<file path="src/rtl/pll_seq_pkg.sv">
// rtl/pll_seq_pkg.sv - shared state type and default constants for the PLL sequencer
package pll_seq_pkg;

    typedef enum logic [2:0] {
        IDLE,
        RST,
        SETTLE,
        SWITCH,
        RUN,
        UNSWITCH,
        FAULT
    } state_t;

    localparam int          RESET_CYCLES_DEF  = 16;
    localparam int          SETTLE_CYCLES_DEF = 4096;
    localparam int          ACK_TIMEOUT_DEF   = 64;
    localparam int          CNT_W_DEF         = 13;
    localparam int          DIV_W             = 5;
    localparam int          TRIM_W            = 26;
    localparam logic [4:0]  DIV_RST_DEF       = 5'd8;

endpackage

</file>
<file path="src/rtl/pll_sequencer_sync2.sv">
// rtl/pll_sequencer_sync2.sv - two-flop synchronizer for the clock-mux acknowledge
module sync2 (
    input  logic i_clk,
    input  logic i_rst_n,
    input  logic i_d,
    output logic o_q
);

    logic r_meta;
    logic r_sync;

    always_ff @(posedge i_clk or negedge i_rst_n) begin
        if (!i_rst_n) begin
            r_meta <= 1'b0;
            r_sync <= 1'b0;
        end else begin
            r_meta <= i_d;
            r_sync <= r_meta;
        end
    end

    assign o_q = r_sync;

endmodule

</file>
<file path="src/rtl/pll_sequencer.sv">
// rtl/pll_sequencer.sv - PLL bring-up / reconfiguration sequencer owning the core clock-mux select
module pll_sequencer
    import pll_seq_pkg::*;
#(
    parameter int         RESET_CYCLES  = RESET_CYCLES_DEF,
    parameter int         SETTLE_CYCLES = SETTLE_CYCLES_DEF,
    parameter int         ACK_TIMEOUT   = ACK_TIMEOUT_DEF,
    parameter int         CNT_W         = CNT_W_DEF,
    parameter logic [4:0] DIV_RST       = DIV_RST_DEF
) (
    input  logic              clock,
    input  logic              resetb,
    input  logic              start,
    input  logic              stop,
    input  logic              cfg_valid,
    output logic              cfg_ready,
    input  logic [DIV_W-1:0]  cfg_div,
    input  logic              cfg_dco,
    input  logic [TRIM_W-1:0] cfg_trim,
    input  logic              mux_ack,
    output logic              pll_enable,
    output logic              pll_resetb,
    output logic              pll_dco,
    output logic [DIV_W-1:0]  pll_div,
    output logic [TRIM_W-1:0] pll_trim,
    output logic              use_pll,
    output logic              locked,
    output logic              fault
);

    localparam logic [CNT_W-1:0] LD_RST    = CNT_W'(RESET_CYCLES - 1);
    localparam logic [CNT_W-1:0] LD_SETTLE = CNT_W'(SETTLE_CYCLES - 1);
    localparam logic [CNT_W-1:0] LD_ACK    = CNT_W'(ACK_TIMEOUT - 1);

    state_t             r_state;
    state_t             w_next;
    logic [CNT_W-1:0]   r_cnt;
    logic [CNT_W-1:0]   w_cnt_load;
    logic               w_cnt_zero;
    logic               r_relock;
    logic               w_relock_next;
    logic               w_ack_s;
    logic               w_hs;
    logic               w_copy;

    logic               r_pll_enable;
    logic               r_pll_resetb;
    logic               r_use_pll;
    logic               r_locked;
    logic               r_fault;
    logic               r_cfg_ready;
    logic               r_pll_dco;
    logic [DIV_W-1:0]   r_pll_div;
    logic [TRIM_W-1:0]  r_pll_trim;
    logic               r_sh_dco;
    logic [DIV_W-1:0]   r_sh_div;
    logic [TRIM_W-1:0]  r_sh_trim;

    sync2 u_ack_sync (
        .i_clk   (clock),
        .i_rst_n (resetb),
        .i_d     (mux_ack),
        .o_q     (w_ack_s)
    );

    assign w_cnt_zero = (r_cnt == '0);
    assign w_hs       = cfg_valid & r_cfg_ready;

    always_comb begin
        w_next        = r_state;
        w_relock_next = r_relock;
        case (r_state)
            IDLE:     if (start && !stop) w_next = RST;
            RST:      if (stop) w_next = IDLE;
                      else if (w_cnt_zero) w_next = SETTLE;
            SETTLE:   if (stop) w_next = IDLE;
                      else if (w_cnt_zero) w_next = SWITCH;
            SWITCH: begin
                if (stop) begin
                    w_next        = UNSWITCH;
                    w_relock_next = 1'b0;
                end else if (w_ack_s) begin
                    w_next = RUN;
                end else if (w_cnt_zero) begin
                    w_next = FAULT;
                end
            end
            RUN: begin
                // stop wins over a same-cycle cfg; the cfg still lands in the shadow
                if (stop) begin
                    w_next        = UNSWITCH;
                    w_relock_next = 1'b0;
                end else if (w_hs) begin
                    w_next        = UNSWITCH;
                    w_relock_next = 1'b1;
                end
            end
            UNSWITCH: if (!w_ack_s) w_next = r_relock ? RST : IDLE;
                      else if (w_cnt_zero) w_next = FAULT;
            FAULT:    if (start && !stop) w_next = RST;
            default:  w_next = IDLE;
        endcase
    end

    always_comb begin
        w_cnt_load = '0;
        case (w_next)
            RST:              w_cnt_load = LD_RST;
            SETTLE:           w_cnt_load = LD_SETTLE;
            SWITCH, UNSWITCH: w_cnt_load = LD_ACK;
            default:          w_cnt_load = '0;
        endcase
    end

    // PLL config follows the shadow while parked, and is latched once per RST entry
    assign w_copy = (r_state == IDLE) || (r_state == FAULT) ||
                    ((w_next == RST) && (r_state != RST));

    always_ff @(posedge clock or negedge resetb) begin
        if (!resetb) begin
            r_state  <= IDLE;
            r_cnt    <= '0;
            r_relock <= 1'b0;
        end else begin
            r_state  <= w_next;
            r_relock <= w_relock_next;
            if (w_next != r_state) r_cnt <= w_cnt_load;
            else if (!w_cnt_zero)  r_cnt <= r_cnt - CNT_W'(1);
        end
    end

    always_ff @(posedge clock or negedge resetb) begin
        if (!resetb) begin
            r_pll_enable <= 1'b0;
            r_pll_resetb <= 1'b0;
            r_use_pll    <= 1'b0;
            r_locked     <= 1'b0;
            r_fault      <= 1'b0;
            r_cfg_ready  <= 1'b1;
            r_pll_dco    <= 1'b0;
            r_pll_div    <= DIV_RST;
            r_pll_trim   <= '0;
            r_sh_dco     <= 1'b0;
            r_sh_div     <= DIV_RST;
            r_sh_trim    <= '0;
        end else begin
            r_pll_enable <= (w_next != IDLE) && (w_next != FAULT);
            r_pll_resetb <= (w_next == SETTLE) || (w_next == SWITCH) ||
                            (w_next == RUN)    || (w_next == UNSWITCH);
            r_use_pll    <= (w_next == SWITCH) || (w_next == RUN);
            r_locked     <= (w_next == RUN);
            r_fault      <= (w_next == FAULT);
            r_cfg_ready  <= (w_next == IDLE) || (w_next == RUN) || (w_next == FAULT);
            if (w_copy) begin
                r_pll_dco  <= r_sh_dco;
                r_pll_div  <= r_sh_div;
                r_pll_trim <= r_sh_trim;
            end
            if (w_hs) begin
                r_sh_dco  <= cfg_dco;
                r_sh_div  <= cfg_div;
                r_sh_trim <= cfg_trim;
            end
        end
    end

    assign pll_enable = r_pll_enable;
    assign pll_resetb = r_pll_resetb;
    assign use_pll    = r_use_pll;
    assign locked     = r_locked;
    assign fault      = r_fault;
    assign cfg_ready  = r_cfg_ready;
    assign pll_dco    = r_pll_dco;
    assign pll_div    = r_pll_div;
    assign pll_trim   = r_pll_trim;

endmodule

</file>
<file path="config.mk">
export PLATFORM = sky130hd
export DESIGN_NAME = pll_sequencer
export DESIGN_NICKNAME = d
export VERILOG_FILES = /design/src/rtl/pll_seq_pkg.sv /design/src/rtl/pll_sequencer_sync2.sv /design/src/rtl/pll_sequencer.sv
export SDC_FILE = /design/constraint.sdc
export NUM_CORES = 1
export LEC_CHECK = 0
export BUFFER_PORTS_ARGS = -buffer_cell sky130_fd_sc_hd__buf_2
export CORE_MARGIN = 2
export CORE_UTILIZATION = 45
export DETAILED_ROUTE_END_ITERATION = 10
export PLACE_DENSITY_LB_ADDON = 0.3
export SETUP_SLACK_MARGIN = 0.15
export SYNTH_ARGS = -nofsm -noshare
export SYNTH_HDL_FRONTEND = slang
export SYNTH_HIERARCHICAL = 1
export SYNTH_SLANG_ARGS = --single-unit
</file>
<file path="constraint.sdc">
create_clock -name clock -period 2.66 [get_ports clock]
set_input_delay 0 -clock clock [delete_from_list [all_inputs] [get_ports clock]]
set_output_delay 0 -clock clock [all_outputs]
set_load 0.05 [all_outputs]
</file>
## Word level (Yosys, flattened, before mapping)

Cells that the tools add are included.

- Flip-flop bits (word level): 89
- Output and inout port bits: 38
- Word-level logic and storage cells: 77

- Mux-type cells: 20
- Bitwise logic cells: 1
- Add/sub/neg operators: 1
- Equality and inequality tests: 18
- Reductions and logical operators: 20

Operator list:

| kind | count |
|---|---|
| $pmux W12 S3 | 1 |
| $mux W3 | 11 |
| $mux W13 | 2 |
| $eq A3 B3 Y1 const B | 6 |
| $pmux W3 S6 | 1 |
| $logic_not A13 Y1 | 1 |
| $sub A13 B1 Y13 const B | 1 |
| $eq A3 B2 Y1 const B | 4 |
| $logic_or A1 B1 Y1 | 8 |
| $eq A3 B1 Y1 const B | 2 |
| $logic_not A3 Y1 | 2 |
| $ne A3 B3 Y1 const B | 2 |
| $mux W1 | 4 |
| $reduce_or A2 Y1 | 2 |
| $logic_and A1 B1 Y1 | 3 |
| $ne A3 B1 Y1 const B | 1 |
| $ne A3 B3 Y1 | 1 |
| $reduce_and A3 Y1 | 1 |
| $reduce_bool A3 Y1 | 1 |
| $ne A2 B1 Y1 const B | 1 |
| $ne A2 B2 Y1 const B | 1 |
| $pmux W1 S2 | 1 |
| $reduce_bool A2 Y1 | 1 |
| $and A1 B1 Y1 | 1 |
| $logic_not A1 Y1 | 1 |

## Longest topological paths before layout

- Depth in word-level cells: 9
- Depth in mapped cells: 11
- Gate-level depth less buffers: 9

## Hierarchy

Netlist, hierarchy kept.

By module, submodules not included:

| module | area an instance (um^2) | cells each | times used |
|---|---|---|---|
| pll_sequencer | 3862.5 | 275 | 1 |
| sync2 | 50.0 | 2 | 1 |

## Least setup slack after synthesis

No wires, ideal clock.

- Path kind: reg-to-reg
- Start point: register r_cnt[0]
- End point: register r_pll_dco (netlist: pll_dco)
- Cell stages (with the launch flop): 12
- Library setup time: 0.125 ns
- Required time: 2.535 ns
- Arrival time: 2.650 ns
- Setup slack: -0.115 ns
- Clock period less this slack: 2.775 ns
- Path through: dfrtp_1 > inv_1 > ha_1 > nor3b_1 > and4bb_1 > buf_4 > mux2i_1 > o311a_4 > clkinv_4 > a31oi_4 > buf_6 > mux2_4

- Word-level cells in the longest chain between the ends: 8
- Elaborated cells on any way between the ends: 13

Ends and longest elaborated chain:

| what | line | source |
|---|---|---|
| from (decl) | pll_sequencer.sv:37 | `logic [CNT_W-1:0] r_cnt;` |
| from (signal assigned) | pll_sequencer.sv:127 | `if (w_next != r_state) r_cnt <= w_cnt_load;` |
| from (signal assigned) | pll_sequencer.sv:128 | `else if (!w_cnt_zero) r_cnt <= r_cnt - CNT_W'(1);` |
| $logic_not A13 Y1 (*) | pll_sequencer.sv:66 | `assign w_cnt_zero = (r_cnt == '0);` |
| $mux W3 | pll_sequencer.sv:84, pll_sequencer.sv:99 |  |
| $mux W3 | pll_sequencer.sv:82 | `end else if (w_ack_s) begin` |
| $mux W3 | pll_sequencer.sv:79 | `if (stop) begin` |
| $pmux W3 S6 (*) | pll_sequencer.sv:72 | `case (r_state)` |
| via w_next[0] | pll_sequencer.sv:36 | `state_t w_next;` |
| $eq A3 B1 Y1 (*) | pll_sequencer.sv:117 | `((w_next == RST) && (r_state != RST));` |
| $logic_and A1 B1 Y1 (*) | pll_sequencer.sv:117 |  |
| $logic_or A1 B1 Y1 (*) | pll_sequencer.sv:116 | `assign w_copy = (r_state == IDLE) \|\| (r_state == FAULT) \|\|` |
| to (signal assigned) | pll_sequencer.sv:155 | `r_pll_dco <= r_sh_dco;` |
| to (decl) | pll_sequencer.sv:52 | `logic r_pll_dco;` |

The timed path passes the listed nets; every way through them passes the cells marked *.
A chain may end at the register's enable or synchronous reset.

## Worst setup path after layout

- Start point: register r_cnt[9]
- End point: register r_pll_dco (netlist: pll_dco)

The elaborated chain is that of the path after synthesis.

==> metrics <==
Gate power share 56.0%; Tightest Pin Transition 1080 ps; total wire length 8.402 mm; kind of cell adding the most delay to the critical path simple AND/OR/NAND/NOR gates; worst slack at placement -40.95 ps; detailed-placement wirelength estimate 5.081 mm; Post-Syn Area 3913 um2; Sw Pwr 2.954 mW; most frequent cells in the layout 86 x dfrtp_1, 74 x buf_2, 34 x mux2_2, 34 x dlygate4sd3_1, 33 x mux2_4; CP Max Fanout 5; Critical R2R Launch r_cnt[9]; design area 5344 um2; Placer Congestion 0.7947; CTS tree done; num ports 76; CP max-delay cell or4_4; Via-to-Cell Ratio 5.061; Power Dens Cells 1330 nW/um2; crit end category flip-flop; first-pass GRT wire length 12.99 mm; critical path data arrival time 2940 ps; ANT cells 0; dpl cell area 4564 um2; post-synth net total 316; final hold vios 0; clock tree buffer depth 2; area grow syn2layout 36.58%; register area share after synthesis 57.02%; Tot GR Track Use 17.07%; final setup violation count 29; cell taking the most area after synthesis dfrtp_1; period utilization 101.2%; Final Skew 11.06 ps; fmax 0.3716 GHz; post-route insts no fill 538; sw frac 41.56%; P_int 4.154 mW; cell count after synthesis 277; Clock Latency Late Sink 350 ps; Async SR Flop Fraction 100.0%; Syn. warnings 6; initial core utilization 45.53%; Core Rows 34; layout cells sized above 1 49.53%; initial antenna violation count 0; die height 97.25 um; clk slew on worst S/H paths 90 ps; top cells by area, synth dfrtp_1 55%, mux2_4 12%, mux2_2 10%; RSZ-0062 raised after global routing true; r2r endpoint pll_dco; grt ovf 0; Pre-antenna DRT Iters 4; Max VDD drop 0.5060 mV; Slew Limit Fails 0; CP bufs+invs 3; Max Cap Viol 0; commonest non-fill, non-tap cell in the layout dfrtp_1; clock share of power 12.0%; Distinct cells, synth 51; Synth Register Bits 89; vias in the first global route 2675; CTS buffer count 9; Crit path required time 2910 ps; Max H-tree Level 3; min Tclk post-route 2691 ps; pin count of the biggest net entering global routing 90; Hold Path Class input pin to flip-flop; utilization after layout 62.19%; Synth top area share 55.00%; WHS Path Cells 3; Post-synth EDFFs 0; syn_area_per_cell 14.12 um2; busiest grt layer met2; Starting DRT DRC Count 135; CTS Sinks 89; antenna violation net count after detailed routing 0; grt met2 use 27.08%; Final #Nets 464; die area 9457 um2; CP peak stage delay 540 ps; Die Width 97.25 um; failing checks negative setup slack; clock root buffer clkbuf_8; Hold EP r_relock; hold_ws 182.4 ps; setup ws final -31.14 ps; critical path launch point type flip-flop; core area 8593 um2; GR Layer Usage met3 4.173%; DP Cell Count 473; port bufs 75; leakage power 2.528 nW; vias after detailed routing 2723; DR DRC count 0; critical path type flip-flop to flip-flop; max_slew headroom 28.02%; M1 GR Usage 23.29%; R2R depth 9; predominant post-synthesis flop cell dfrtp_1; hold path start stop; Reg2Reg Setup Slack -30 ps; status complete, but fails checks; WL/cell 15.62 um; Sequential Power Share 32.0%; worst-path cell chain or4_4 -> and4bb_2 -> mux2i_1 -> o311a_4 -> clkinv_4 -> a31oi_4 -> buf_4 -> clkbuf_16 -> mux2_4
tightest hold or removal path: cells and delay by family:
kind / cells / cell delay, ps
AOI/OAI and AO/OA: 1 / 180
buffers and inverters: 2 / 320
cell usage after synthesis, types with 2 or more instances:
master,number
nand3b_1,2
nor3_1,3
nand3_1,3
mux2_4,30
mux2_2,36
nor4_1,3
dfrtp_1,86
nor2_1,8
nor2b_1,7
dfstp_2,3
and3_1,3
a31oi_1,2
nand2_1,10
nand2b_1,4
clkbuf_1,5
xnor2_1,6
mux2i_1,6
a21oi_1,5
xor2_1,3
o21ai_0,12
o22ai_1,4
buf_6,3
inv_1,5
area by class of cell:
| class | count | area (um2) |
|---|---|---|
| Sequential cell | 89 | 2231 |
| Multi-Input combinational cell | 173 | 1693 |
| Timing Repair Buffer | 146 | 1079 |
| Tap cell | 108 | 135.1 |
| Inverter | 6 | 27.53 |
| Clock inverter | 5 | 37.54 |
| Fill cell | 667 | 3249 |
| Clock buffer | 11 | 141.4 |
state kept, by name, indices dropped and copies added, names as in the netlist:
signal	flops
fault	1
pll_div	5
pll_trim	26
use_pll	1
locked	1
r_sh_dco	1
r_state	3
r_cnt	13
u_ack_sync/o_q	1
r_sh_trim	26
pll_enable	1
cfg_ready	1
pll_dco	1
r_sh_div	5
r_relock	1
pll_resetb	1
u_ack_sync/r_meta	1
routing by layer:
metal  routed length [um]  vias up
met2                 4054       65
met4                  109        0
met3                  356        9
li1                     -     1291
met1                 3882     1358
met5                    0        -
stage by stage:
stage | power, mW | TNS [ps]
global route | 7.482 | -3303
CTS | 6.674 | -26.19
detailed placement | 5.735 | -109.0
finish | 7.107 | -442.9
floorplan | 4.853 | -1264
global placement | 5.635 | -15.78
power groups by stage:
stage	Combinational, mW	Clock (mW)	Sequential (mW)
CTS	3.53	0.875	2.27
floorplan	1.67	0	3.18
finish	3.98	0.853	2.28
global route	4.20	0.935	2.34
global placement	3.37	0	2.26
detailed placement	3.44	0	2.29
timing repair:
item	CTS	global route
resized for setup	8	20
endpoints found under the setup margin	44	44
hold buffers	34	0
pin swaps	0	8
cloned	0	4
hold endpoints to repair	119	0
setup buffers	0	11
how the worst max path moves through the flow:
stage	slack (ps)	endpoint	start	depth (start not counted)
2_1_floorplan	-40	pll_dco	r_cnt[9]	9
3_3_place_gp	-20	pll_trim[0]	r_cnt[9]	8
3_5_place_dp	-40	pll_trim[0]	r_cnt[9]	8
4_1_cts	-7	pll_trim[19]	r_cnt[9]	8
5_1_grt	-120	r_cnt[0]	r_cnt[9]	10
6_report	-30	pll_dco	r_cnt[9]	9
kinds of logic (layout without fill, tap and decap cells):
kind of cell / Yosys count / in the layout / synth area share [%]
simple gates: 52 / 52 / 7.707
fa+ha+maj: 1 / 1 / 0.3197
compound gates: 38 / 38 / 7.196
mux: 72 / 73 / 23.41
xor+xnor: 9 / 9 / 2.015
flops: 89 / 89 / 57.02
buf+inv: 16 / 168 / 2.335
Power figures use the tool's default switching activity.
